==> src/rtl/dmem_arb_pkg.sv <==
// -----------------------------------------------------------------------------
// dmem_arb_pkg
//   Shared definitions for the Data_Memory arbiter:
//     - FSM state encoding (IDLE -> ACCESS -> RESP)
//     - requester port identifiers (CPU load/store = 0, DMA/debug = 1)
//     - default bus widths and memory depth
//   Optional build macro used elsewhere in this slice: DMARB_ROUND_ROBIN_EN
//   (round-robin tie breaking in dmem_arb_pick).
// -----------------------------------------------------------------------------
package dmem_arb_pkg;

  localparam int DATA_W_DEF    = 32;
  localparam int ADDR_W_DEF    = 32;
  localparam int MEM_DEPTH_DEF = 1024;

  typedef enum logic [1:0] {
    ST_IDLE   = 2'd0,
    ST_ACCESS = 2'd1,
    ST_RESP   = 2'd2
  } state_t;

  typedef enum logic {
    PORT_CPU = 1'b0,
    PORT_DMA = 1'b1
  } port_id_t;

endpackage : dmem_arb_pkg

==> src/rtl/dmem_arbiter_if.sv <==
// -----------------------------------------------------------------------------
// dmem_arbiter_if
//   One requester-side req/ack channel of the Data_Memory arbiter.
//   The arbiter instantiates two of these (CPU and DMA/debug).
//   Signals:
//     req    request valid; we/addr/wdata held stable until ack
//     we     1 = write, 0 = read
//     addr   word address
//     wdata  write data
//     ack    one-cycle completion pulse
//     rdata  read data, valid with ack, held until the next ack
//     err    valid with ack; 1 = address outside the memory
//   Modports:
//     master  requester side (drives req/we/addr/wdata)
//     slave   arbiter side   (drives ack/rdata/err)
// -----------------------------------------------------------------------------
interface dmem_arbiter_if #(
  parameter int DATA_W = 32,
  parameter int ADDR_W = 32
);

  logic              req;
  logic              we;
  logic [ADDR_W-1:0] addr;
  logic [DATA_W-1:0] wdata;
  logic              ack;
  logic [DATA_W-1:0] rdata;
  logic              err;

  modport master (
    output req, we, addr, wdata,
    input  ack, rdata, err
  );

  modport slave (
    input  req, we, addr, wdata,
    output ack, rdata, err
  );

endinterface : dmem_arbiter_if

==> src/rtl/dmem_arb_pick.sv <==
// -----------------------------------------------------------------------------
// dmem_arb_pick
//   Combinational two-way picker: chooses which requester is granted when
//   the arbiter is idle.
//   Ports:
//     req0        in  request from port 0 (CPU)
//     req1        in  request from port 1 (DMA/debug)
//     last_grant  in  port granted most recently
//     grant       out winning port id (PORT_CPU when nothing requests)
//   Build option:
//     DMARB_ROUND_ROBIN_EN defined   -> on a tie the port not granted last wins
//     DMARB_ROUND_ROBIN_EN undefined -> fixed priority, port 0 always wins ties
//                                       (port 1 can starve under continuous
//                                       port 0 traffic)
// -----------------------------------------------------------------------------
module dmem_arb_pick
  import dmem_arb_pkg::*;
(
  input  logic     req0,
  input  logic     req1,
  input  port_id_t last_grant,
  output port_id_t grant
);

`ifdef DMARB_ROUND_ROBIN_EN

  // NOTE: grant gets a default before any branch so every path assigns it and
  // no latch is inferred.
  always_comb begin
    grant = PORT_CPU;
    if (req0 && req1) begin
      grant = (last_grant == PORT_CPU) ? PORT_DMA : PORT_CPU;
    end else if (req1) begin
      grant = PORT_DMA;
    end
  end

`else

  // History is irrelevant with fixed priority.
  logic unused_last_grant;
  assign unused_last_grant = last_grant;

  always_comb begin
    grant = PORT_CPU;
    if (req1 && !req0) begin
      grant = PORT_DMA;
    end
  end

`endif

endmodule : dmem_arb_pick

==> src/rtl/dmem_arbiter.sv <==
// -----------------------------------------------------------------------------
// dmem_arbiter
//   Shares the single-port Data_Memory between the CPU MEM stage (port 0) and
//   the DMA/debug bridge (port 1). Each transaction takes three cycles:
//     IDLE   : pick a winner, latch its id/we/addr/wdata
//     ACCESS : drive the memory from the latch; the memory writes at the
//              closing edge; read data and range error are captured
//     RESP   : one-cycle ack to the winner
//   Addresses >= MEM_DEPTH never write, read back 0 and return err = 1.
//   Ports:
//     clk      in   system clock, rising edge
//     rst      in   synchronous active-high reset
//     port0    slave channel for the CPU requester
//     port1    slave channel for the DMA/debug requester
//     busy     out  FSM not in IDLE
//     mem_we   out  Data_Memory WE (only in ACCESS, in range, not in reset)
//     mem_a    out  Data_Memory A  (holds last latched address)
//     mem_wd   out  Data_Memory WD (holds last latched write data)
//     mem_rd   in   Data_Memory RD (combinational read)
//   Build option: DMARB_ROUND_ROBIN_EN selects round-robin tie breaking
//   (see dmem_arb_pick); default is fixed priority to port 0.
// -----------------------------------------------------------------------------
module dmem_arbiter
  import dmem_arb_pkg::*;
#(
  parameter int DATA_W    = DATA_W_DEF,
  parameter int ADDR_W    = ADDR_W_DEF,
  parameter int MEM_DEPTH = MEM_DEPTH_DEF
) (
  input  logic              clk,
  input  logic              rst,
  dmem_arbiter_if.slave     port0,
  dmem_arbiter_if.slave     port1,
  output logic              busy,
  output logic              mem_we,
  output logic [ADDR_W-1:0] mem_a,
  output logic [DATA_W-1:0] mem_wd,
  input  logic [DATA_W-1:0] mem_rd
);

  localparam logic [ADDR_W-1:0] DEPTH_A = ADDR_W'(MEM_DEPTH);

  // ---------------------------------------------------------------------------
  // Declarations
  // ---------------------------------------------------------------------------
  state_t            state;
  state_t            state_nxt;

  port_id_t          grant;
  port_id_t          last_grant;
  logic              any_req;

  // Latched winning request
  port_id_t          lat_id;
  logic              lat_we;
  logic [ADDR_W-1:0] lat_addr;
  logic [DATA_W-1:0] lat_wdata;

  logic              in_range;
  logic [DATA_W-1:0] access_rdata;

  // Per-port response registers
  logic [DATA_W-1:0] rdata0_q;
  logic [DATA_W-1:0] rdata1_q;
  logic              err0_q;
  logic              err1_q;

  assign any_req = port0.req | port1.req;

  // ---------------------------------------------------------------------------
  // Winner selection
  // ---------------------------------------------------------------------------
  dmem_arb_pick u_pick (
    .req0       (port0.req),
    .req1       (port1.req),
    .last_grant (last_grant),
    .grant      (grant)
  );

  // ---------------------------------------------------------------------------
  // FSM: state register
  // ---------------------------------------------------------------------------
  // NOTE: clocked state uses non-blocking assignments so every register
  // samples the pre-edge values of the others, independent of process order.
  always_ff @(posedge clk) begin
    if (rst) begin
      state <= ST_IDLE;
    end else begin
      state <= state_nxt;
    end
  end

  // ---------------------------------------------------------------------------
  // FSM: next-state logic
  // ---------------------------------------------------------------------------
  always_comb begin
    state_nxt = state;
    unique case (state)
      ST_IDLE:   if (any_req) state_nxt = ST_ACCESS;
      ST_ACCESS: state_nxt = ST_RESP;
      ST_RESP:   state_nxt = ST_IDLE;
      default:   state_nxt = ST_IDLE;
    endcase
  end

  // ---------------------------------------------------------------------------
  // FSM: outputs
  // ---------------------------------------------------------------------------
  always_comb begin
    port0.ack = 1'b0;
    port1.ack = 1'b0;
    mem_we    = 1'b0;
    busy      = (state != ST_IDLE);
    unique case (state)
      ST_ACCESS: begin
        // The memory writes on the edge that closes ACCESS; a reset seen in
        // the same cycle must abort that write, so rst gates WE directly.
        mem_we = lat_we & in_range & ~rst;
      end
      ST_RESP: begin
        port0.ack = (lat_id == PORT_CPU);
        port1.ack = (lat_id == PORT_DMA);
      end
      default: ;
    endcase
  end

  // ---------------------------------------------------------------------------
  // Memory interface: driven straight from the latch, so A/WD hold their last
  // value outside ACCESS.
  // ---------------------------------------------------------------------------
  assign mem_a        = lat_addr;
  assign mem_wd       = lat_wdata;
  assign in_range     = (lat_addr < DEPTH_A);
  assign access_rdata = in_range ? mem_rd : '0;

  // ---------------------------------------------------------------------------
  // Request latch, priority history and response registers
  // ---------------------------------------------------------------------------
  always_ff @(posedge clk) begin
    if (rst) begin
      lat_id     <= PORT_CPU;
      lat_we     <= 1'b0;
      lat_addr   <= '0;
      lat_wdata  <= '0;
      // History says "port 1 went last", so the first tie after reset goes
      // to port 0 when round-robin is enabled.
      last_grant <= PORT_DMA;
      rdata0_q   <= '0;
      rdata1_q   <= '0;
      err0_q     <= 1'b0;
      err1_q     <= 1'b0;
    end else begin
      if ((state == ST_IDLE) && any_req) begin
        lat_id     <= grant;
        last_grant <= grant;
        if (grant == PORT_DMA) begin
          lat_we    <= port1.we;
          lat_addr  <= port1.addr;
          lat_wdata <= port1.wdata;
        end else begin
          lat_we    <= port0.we;
          lat_addr  <= port0.addr;
          lat_wdata <= port0.wdata;
        end
      end

      // Only the winner's response registers move; the other port keeps the
      // data from its own last transaction.
      if (state == ST_ACCESS) begin
        if (lat_id == PORT_DMA) begin
          rdata1_q <= access_rdata;
          err1_q   <= ~in_range;
        end else begin
          rdata0_q <= access_rdata;
          err0_q   <= ~in_range;
        end
      end
    end
  end

  assign port0.rdata = rdata0_q;
  assign port0.err   = err0_q;
  assign port1.rdata = rdata1_q;
  assign port1.err   = err1_q;

endmodule : dmem_arbiter

==> src/flat_wrapper.sv <==
// flat-port wrapper written by rule: the top's interface ports become plain ports
module dmem_arbiter_flat import dmem_arb_pkg::*;
#(
  parameter int DATA_W    = DATA_W_DEF,
  parameter int ADDR_W    = ADDR_W_DEF,
  parameter int MEM_DEPTH = MEM_DEPTH_DEF
)
  (clk, rst, busy, mem_we, mem_a, mem_wd, mem_rd, port0_req, port0_we, port0_addr, port0_wdata, port0_ack, port0_rdata, port0_err, port1_req, port1_we, port1_addr, port1_wdata, port1_ack, port1_rdata, port1_err);
  dmem_arbiter_if #(.DATA_W(DATA_W), .ADDR_W(ADDR_W)) port0_i ();
  dmem_arbiter_if #(.DATA_W(DATA_W), .ADDR_W(ADDR_W)) port1_i ();
  input  logic clk;
  input  logic rst;
  output logic busy;
  output logic mem_we;
  output logic [ADDR_W-1:0] mem_a;
  output logic [DATA_W-1:0] mem_wd;
  input  logic [DATA_W-1:0] mem_rd;
  input wire logic [$bits(port0_i.req)-1:0] port0_req;
  input wire logic [$bits(port0_i.we)-1:0] port0_we;
  input wire logic [$bits(port0_i.addr)-1:0] port0_addr;
  input wire logic [$bits(port0_i.wdata)-1:0] port0_wdata;
  output wire logic [$bits(port0_i.ack)-1:0] port0_ack;
  output wire logic [$bits(port0_i.rdata)-1:0] port0_rdata;
  output wire logic [$bits(port0_i.err)-1:0] port0_err;
  input wire logic [$bits(port1_i.req)-1:0] port1_req;
  input wire logic [$bits(port1_i.we)-1:0] port1_we;
  input wire logic [$bits(port1_i.addr)-1:0] port1_addr;
  input wire logic [$bits(port1_i.wdata)-1:0] port1_wdata;
  output wire logic [$bits(port1_i.ack)-1:0] port1_ack;
  output wire logic [$bits(port1_i.rdata)-1:0] port1_rdata;
  output wire logic [$bits(port1_i.err)-1:0] port1_err;
  assign port0_i.req = port0_req;
  assign port0_i.we = port0_we;
  assign port0_i.addr = port0_addr;
  assign port0_i.wdata = port0_wdata;
  assign port0_ack = port0_i.ack;
  assign port0_rdata = port0_i.rdata;
  assign port0_err = port0_i.err;
  assign port1_i.req = port1_req;
  assign port1_i.we = port1_we;
  assign port1_i.addr = port1_addr;
  assign port1_i.wdata = port1_wdata;
  assign port1_ack = port1_i.ack;
  assign port1_rdata = port1_i.rdata;
  assign port1_err = port1_i.err;
  dmem_arbiter #(.DATA_W(DATA_W), .ADDR_W(ADDR_W), .MEM_DEPTH(MEM_DEPTH)) u_core (.clk(clk), .rst(rst), .port0(port0_i), .port1(port1_i), .busy(busy), .mem_we(mem_we), .mem_a(mem_a), .mem_wd(mem_wd), .mem_rd(mem_rd));
endmodule
==> config.mk <==
export PLATFORM = sky130hd
export DESIGN_NAME = dmem_arbiter_flat
export DESIGN_NICKNAME = d
export VERILOG_FILES = /design/src/rtl/dmem_arb_pkg.sv /design/src/rtl/dmem_arbiter_if.sv /design/src/rtl/dmem_arb_pick.sv /design/src/rtl/dmem_arbiter.sv /design/src/flat_wrapper.sv
export SDC_FILE = /design/constraint.sdc
export NUM_CORES = 1
export LEC_CHECK = 0
export CAP_MARGIN = 20
export CORE_ASPECT_RATIO = 1.4
export CORE_MARGIN = 5
export CORE_UTILIZATION = 45
export DETAILED_ROUTE_END_ITERATION = 12
export GPL_ROUTABILITY_DRIVEN = 0
export PLACE_DENSITY = 0.86
export SKIP_CTS_REPAIR_TIMING = 1
export SLEW_MARGIN = 20
export SYNTH_ARGS = -nofsm -noshare
export SYNTH_HDL_FRONTEND = slang
export SYNTH_SLANG_ARGS = --single-unit
==> constraint.sdc <==
create_clock -name clk -period 4 [get_ports clk]
set_clock_uncertainty 0.1 [all_clocks]
set_input_delay 1 -clock clk [delete_from_list [all_inputs] [get_ports clk]]
set_output_delay 1 -clock clk [all_outputs]
set_load 0.005 [all_outputs]
After elaboration in Yosys (flattened, before gate mapping). Index checks and enable logic that the tools add are counted. Widths: inputs -> output; s select.

Output and inout port bits: 134. Bits of input ports: 166. Register bits: 134. Word-level logic and storage cells: 36.

Muxes and demuxes: 10. Reduce and logical (&&, ||, !) cells: 7. Bitwise logic cells: 6. Eq/ne operators: 3. $lt $le $gt $ge: 1.

Operator list (number): $mux 32 (3); $lt 32x11->1 const B (1); $mux 1 (5); $pmux 2 s2 (1); $reduce_and 2->1 (2); $not 1->1 (3); $and 1x1->1 (2); $eq 2x1->1 const B (1); $eq 2x2->1 const B (1); $logic_and 1x1->1 (2); $logic_not 2->1 (1); $mux 2 (1); $ne 2x1->1 const B (1); $reduce_bool 2->1 (1); $logic_not 1->1 (1); $or 1x1->1 (1).

Logic depth before layout (Yosys ltp).
Depth in word-level cells: 4. Depth in mapped cells: 5. Mapped depth without buffers: 3.

Hierarchy. Synthesis repeated with hierarchy kept, for this count alone.

Cells, all modules: 598. Area total of the unflattened synthesis: 6124.6 sq um.

Modules (own cells, without submodules): dmem_arbiter (times used 1, cells each 597, area an instance 6110.9 sq um, seq. area each 2702.6 sq um); dmem_arb_pick (times used 1, cells each 1, area an instance 13.8 sq um, seq. area each 0.0 sq um).

Least setup slack after synthesis. OpenSTA, ideal clock, no wires.

Path type: input port to output port. Start point: input rst. End point: output mem_we. Stages: 5. Data arrival time: 1.774 ns. Slack: 1.126 ns. Required time: 2.900 ns. Path buffers: 2. Cells stage by stage: clkbuf_1 -> clkbuf_1 -> nor3b_1 -> nand2_1 -> nor3_1.

Longest elaborated chain between the ends: 3.

RTL lines: start, declared (line flat_wrapper.sv:12) `input logic rst;`; $not 1->1 (line dmem_arbiter.sv:118) `mem_we = lat_we & in_range & ~rst;`; $and 1x1->1 (line dmem_arbiter.sv:118); $mux 1 (line dmem_arbiter.sv:114) `unique case (state)`; end, declared (line flat_wrapper.sv:14) `output logic mem_we;`.

Every way passes these cells.

Worst setup path in the final report.
Start point: register u_core.lat_addr[14], in the netlist u_core.mem_a[14]. End point: output mem_we.

Longest elaborated chain between the ends: 4.

RTL lines: start, declared (line dmem_arbiter.sv:56) `logic [ADDR_W-1:0] lat_addr;`; start signal, assigned (line dmem_arbiter.sv:159) `lat_addr <= port1.addr;`; start signal, assigned (line dmem_arbiter.sv:163) `lat_addr <= port0.addr;`; $lt 32x11->1 (line dmem_arbiter.sv:134) `assign in_range = (lat_addr < DEPTH_A);`; $and 1x1->1 (2 in series) (line dmem_arbiter.sv:118); $mux 1 (line dmem_arbiter.sv:114).

Every way passes these cells.

==> flow_summary.html <==
<table>
<tr><th>Metric</th><th>Value</th></tr>
<tr><th colspan="2">Critical path</th></tr>
<tr><td>Worst setup path start</td><td>u_core.mem_a[14]</td></tr>
<tr><td>Crit path kind</td><td>reg2out</td></tr>
<tr><td>Worst Setup Start Kind</td><td>flop</td></tr>
<tr><td>Cell with the biggest individual delay on the critical path</td><td>sky130_fd_sc_hd__clkdlybuf4s50_1</td></tr>
<tr><td>Reg-to-reg startpoint</td><td>u_core.state[1]</td></tr>
<tr><td>Crit Path Max Fanout</td><td>3</td></tr>
<tr><td>Data arrival, critical path</td><td>2320 ps</td></tr>
<tr><td>Cell type group with the largest total delay on the critical path</td><td>simple AND/OR/NAND/NOR gates</td></tr>
<tr><td>Buf/Inv on CP</td><td>1</td></tr>
<tr><td>Cell breakdown of the critical path</td><td>nor4_2, nand4_1, nor3_1, clkdlybuf4s50_1</td></tr>
<tr><td>Worst stage delay on the critical path</td><td>about 540 ps</td></tr>
<tr><td>Category of the worst setup path capture point</td><td>primary output</td></tr>
<tr><td>Data required time of the worst path</td><td>approximately 2900 ps</td></tr>
<tr><th colspan="2">Timing</th></tr>
<tr><td>Tcrit/Tclk final</td><td>around 86%</td></tr>
<tr><td>Number of hold violations in the final report</td><td>0</td></tr>
<tr><td>Slew at the pin with the worst max-slew slack</td><td>around 1100 ps</td></tr>
<tr><td>Final worst path period need</td><td>between 3000 and 4000 ps</td></tr>
<tr><td>Sum Neg Setup Slack</td><td>0 ps</td></tr>
<tr><td>Crit path setup slack, layout</td><td>578 ps</td></tr>
<tr><td>Worst-case headroom to the max-slew limit</td><td>between 20 and 30%</td></tr>
<tr><td>Highest Clock Rate</td><td>a little under 300 MHz</td></tr>
<tr><td>Final setup violation count</td><td>0</td></tr>
<tr><td>Max-slew violation total from the final report</td><td>0</td></tr>
<tr><td>RSZ-0062 raised after global routing</td><td>false</td></tr>
<tr><th colspan="2">Route</th></tr>
<tr><td>Vias</td><td>5982</td></tr>
<tr><td>Antenna Nets Post-Route</td><td>0</td></tr>
<tr><td>Detailed-route vias per instance</td><td>between 5 and 6</td></tr>
<tr><td>Routed WL</td><td>21400 um</td></tr>
<tr><td>Detailed-route DRC error count</td><td>0</td></tr>
<tr><td>Number of iterations in the first detailed-routing pass</td><td>4</td></tr>
<tr><td>DR iter-0 viols</td><td>372</td></tr>
<tr><td>Routed wirelength normalized by instance count</td><td>a little over 20 um</td></tr>
<tr><th colspan="2">Final layout</th></tr>
<tr><td>Post-layout util</td><td>around 72%</td></tr>
<tr><td>Finished Layout Cells</td><td>about 1100</td></tr>
<tr><td>Number of nets in the finished design</td><td>1019</td></tr>
<tr><td>Number of diodes added for antenna fixing</td><td>0</td></tr>
<tr><td>P&amp;R area growth vs syn</td><td>54.9%</td></tr>
<tr><td>Layout cells sized above 1</td><td>roughly 13%</td></tr>
<tr><th colspan="2">Synthesis</th></tr>
<tr><td>Number of enable-type register cells in the synthesized netlist</td><td>0</td></tr>
<tr><td>Number of distinct library cell variants in the gate-level netlist after synthesis</td><td>29</td></tr>
<tr><td>Avg Cell Area, Syn</td><td>around 11 um2</td></tr>
<tr><td>Cell area after synthesis</td><td>roughly 0.0065 mm2</td></tr>
<tr><td>Number of storage elements in the synthesis netlist</td><td>~130</td></tr>
<tr><td>Post-synth net total</td><td>around 760</td></tr>
<tr><td>Sequential-to-total area share from yosys stat</td><td>between 40 and 50%</td></tr>
<tr><td>Post-Syn Instances</td><td>just under 600</td></tr>
<tr><td>Ys flop type</td><td>sky130_fd_sc_hd__dfxtp_1</td></tr>
<tr><td>Yosys warning count</td><td>0</td></tr>
<tr><td>Share of synthesized registers carrying an async set or reset</td><td>0%</td></tr>
<tr><th colspan="2">Power and ir drop</th></tr>
<tr><td>VDD IR-drop max</td><td>about 0.23 mV</td></tr>
<tr><td>Internal power</td><td>approximately 2700 uW</td></tr>
<tr><td>Portion of total power attributed to combinational logic</td><td>between 20% and 30%</td></tr>
<tr><td>Relative contribution of sequential cells to total power</td><td>about two fifths</td></tr>
<tr><td>Psw</td><td>about 1000 uW</td></tr>
<tr><td>Cell area power density</td><td>roughly 370 mW/mm2</td></tr>
<tr><td>Clock share of power</td><td>39.9%</td></tr>
<tr><td>Fraction of power spent switching nets</td><td>between 20 and 30%</td></tr>
<tr><td>Static leakage power</td><td>0.00394 uW</td></tr>
<tr><th colspan="2">Hold path</th></tr>
<tr><td>Startpoint of the most critical hold path</td><td>u_core.port0.rdata[12]</td></tr>
<tr><td>Class of the tightest hold or removal check</td><td>reg2reg</td></tr>
<tr><th colspan="2">Floorplan</th></tr>
<tr><td># rows</td><td>slightly above 50</td></tr>
<tr><td>Initial core utilization</td><td>between 40% and 50%</td></tr>
<tr><td>Number of top-level design ports</td><td>300</td></tr>
<tr><td>Height of the die</td><td>approximately 150 um</td></tr>
<tr><td>Die Outline Area</td><td>around 0.017 mm2</td></tr>
<tr><td>Floorplan Core Area</td><td>~0.014 mm2</td></tr>
<tr><td>Overall die width</td><td>between 100 and 150 um</td></tr>
<tr><th colspan="2">Placed design</th></tr>
<tr><td>Total of buffers placed on input and output ports</td><td>~300</td></tr>
<tr><td>Dpl hpwl</td><td>approximately 15000 um</td></tr>
<tr><td>Total instance count after detailed placement</td><td>approximately 1000</td></tr>
<tr><td>Pre-CTS setup slack</td><td>about 710 ps</td></tr>
<tr><th colspan="2">GRT</th></tr>
<tr><td>GRT met1 Usage</td><td>between 20% and 30%</td></tr>
<tr><td>Met2 routing resource usage after global routing</td><td>between 40 and 50%</td></tr>
<tr><td>Most used routing layer in global routing</td><td>met2</td></tr>
<tr><td>Total congestion overflow after global routing</td><td>0</td></tr>
<tr><td>Total routing resource utilization after global routing</td><td>roughly a quarter</td></tr>
<tr><td>Met3 routing resource usage after global routing</td><td>~7.6%</td></tr>
<tr><td>Maximum number of pins on one net before global-route repair</td><td>between 100 and 150</td></tr>
<tr><td>Vias in the first global route</td><td>between 6000 and 7000</td></tr>
<tr><td>Number of antenna violations at the first check in global routing</td><td>0</td></tr>
<tr><td>First-pass GRT wire length</td><td>about 34000 um</td></tr>
<tr><th colspan="2">Clocking</th></tr>
<tr><td>Clock buffer count from CTS</td><td>17</td></tr>
<tr><td>CTS Root Buffer Type</td><td>sky130_fd_sc_hd__clkbuf_16</td></tr>
<tr><td>H-tree depth</td><td>4</td></tr>
<tr><td>CTS Buffer Depth</td><td>2</td></tr>
<tr><td>Clock transition at the register clock pins on the worst setup and hold paths after CTS</td><td>50 ps</td></tr>
<tr><td>Clock tree from TritonCTS</td><td>yes</td></tr>
<tr><td>Clock Sink Count</td><td>around 130</td></tr>
<tr><td>Clock latency reported for the late side of the worst-skew pair</td><td>roughly 400 ps</td></tr>
<tr><th colspan="2">Run status</th></tr>
<tr><td>Result of the run</td><td>complete, no violations</td></tr>
<tr><th colspan="2">Run</th></tr>
<tr><td>Total of max-cap violations</td><td>0</td></tr>
</table>
## power by group through the flow
stage,clock network [uW],registers [uW],logic (uW)
6_report,1500,1480,771
5_1_grt,1600,1490,828
4_1_cts,1530,1480,776
3_5_place_dp,0,1510,772
3_3_place_gp,0,1510,752
2_1_floorplan,0,1500,368
## per-layer routing
layer	wire length (um)	vias to the layer above
met1	8390	2885
met2	11000	260
li1	-	2815
met4	386	0
met3	1650	22
met5	0	-
## flip-flops by register name, indices dropped and copies added, names as in the netlist
name and flops:
u_core.port0.rdata 32, u_core.mem_a 32, u_core.state 2, u_core.port1.rdata 32, u_core.mem_wd 32, u_core.lat_we 1, u_core.port1.err 1, u_core.lat_id 1
u_core.port0.err 1
## final cells by class
class,instances,area [um2]
clock inverters,12,119
well taps,185,231
clock buffers,20,457
inverters,3,11.3
multi-input cells,387,3430
repair buffers,310,3070
flip-flops and latches,134,2680
fillers,987,3970
## stage by stage
step           hold slack [ps]  area (um2)  total power, uW
4_1_cts                    399       10000             3790
3_3_place_gp               365        9430             2260
5_1_grt                    426       10000             3930
6_report                   395       10000             3750
2_1_floorplan              371        6460             1870
3_5_place_dp               385        9430             2280
## tightest hold or removal path: stages (launching register included)
cell and delay, ps:
sky130_fd_sc_hd__dfxtp_1 320, sky130_fd_sc_hd__nand3b_1 90, sky130_fd_sc_hd__o41ai_2 50
## synth_stat cells (2+ instances only)
library cell	number	share of area, %
sky130_fd_sc_hd__clkbuf_1	37	2.2
sky130_fd_sc_hd__nand2_1	2	0.12
sky130_fd_sc_hd__a21oi_1	68	5.3
sky130_fd_sc_hd__nor3b_1	2	0.23
sky130_fd_sc_hd__o41ai_1	3	0.41
sky130_fd_sc_hd__buf_6	7	1.2
sky130_fd_sc_hd__nand2b_1	33	3.2
sky130_fd_sc_hd__buf_1	6	0.35
sky130_fd_sc_hd__inv_1	3	0.17
sky130_fd_sc_hd__buf_4	2	0.23
sky130_fd_sc_hd__a211oi_1	66	7.7
sky130_fd_sc_hd__o41ai_2	61	15
sky130_fd_sc_hd__nor4_2	5	0.97
sky130_fd_sc_hd__o31a_1	2	0.27
sky130_fd_sc_hd__nand3b_1	65	7.6
sky130_fd_sc_hd__mux2i_1	65	10
sky130_fd_sc_hd__dfxtp_1	134	42
sky130_fd_sc_hd__nor4_1	4	0.39
sky130_fd_sc_hd__buf_2	20	1.5
sky130_fd_sc_hd__nor2_1	2	0.12
## kinds of logic after synthesis
kind of cell / Yosys count / share of synthesized area, %
compound gates: 200 / 29.0
flops: 134 / 41.5
simple gates: 122 / 13.7
buf+inv: 75 / 5.68
mux: 65 / 10.1
## layout by cell type (no fill, tap or decap), drive strengths merged
| master | instances |
|---|---|
| and2 | 1 |
| clkinv | 4 |
| dfxtp | 134 |
| clkdlybuf4s50 | 298 |
| or2 | 1 |
| nand3b | 65 |
| bufinv | 1 |
| buf | 12 |
| nor3b | 2 |
| or3b | 1 |
| nand2 | 3 |
| nand2b | 33 |
| a21oi | 68 |
| nand4 | 2 |
| a211oi | 66 |
| o41ai | 64 |
| o31a | 2 |
| nor2b | 1 |
| inv | 7 |
| nor4 | 9 |
| and3b | 1 |
| nor2 | 2 |
| mux2i | 65 |
| clkinvlp | 3 |
| clkbuf | 20 |
| nor3 | 1 |
## worst paths after layout
path                                 end  slack [ps]  depth (start not counted)
setup / recovery                  mem_we         580                          4
hold / removal    u_core.port0.rdata[12]         390                          2
setup reg to reg        u_core.mem_a[25]        1650                          4
hold reg to reg   u_core.port0.rdata[12]         390                          2
(Power assumes the default switching activity.)
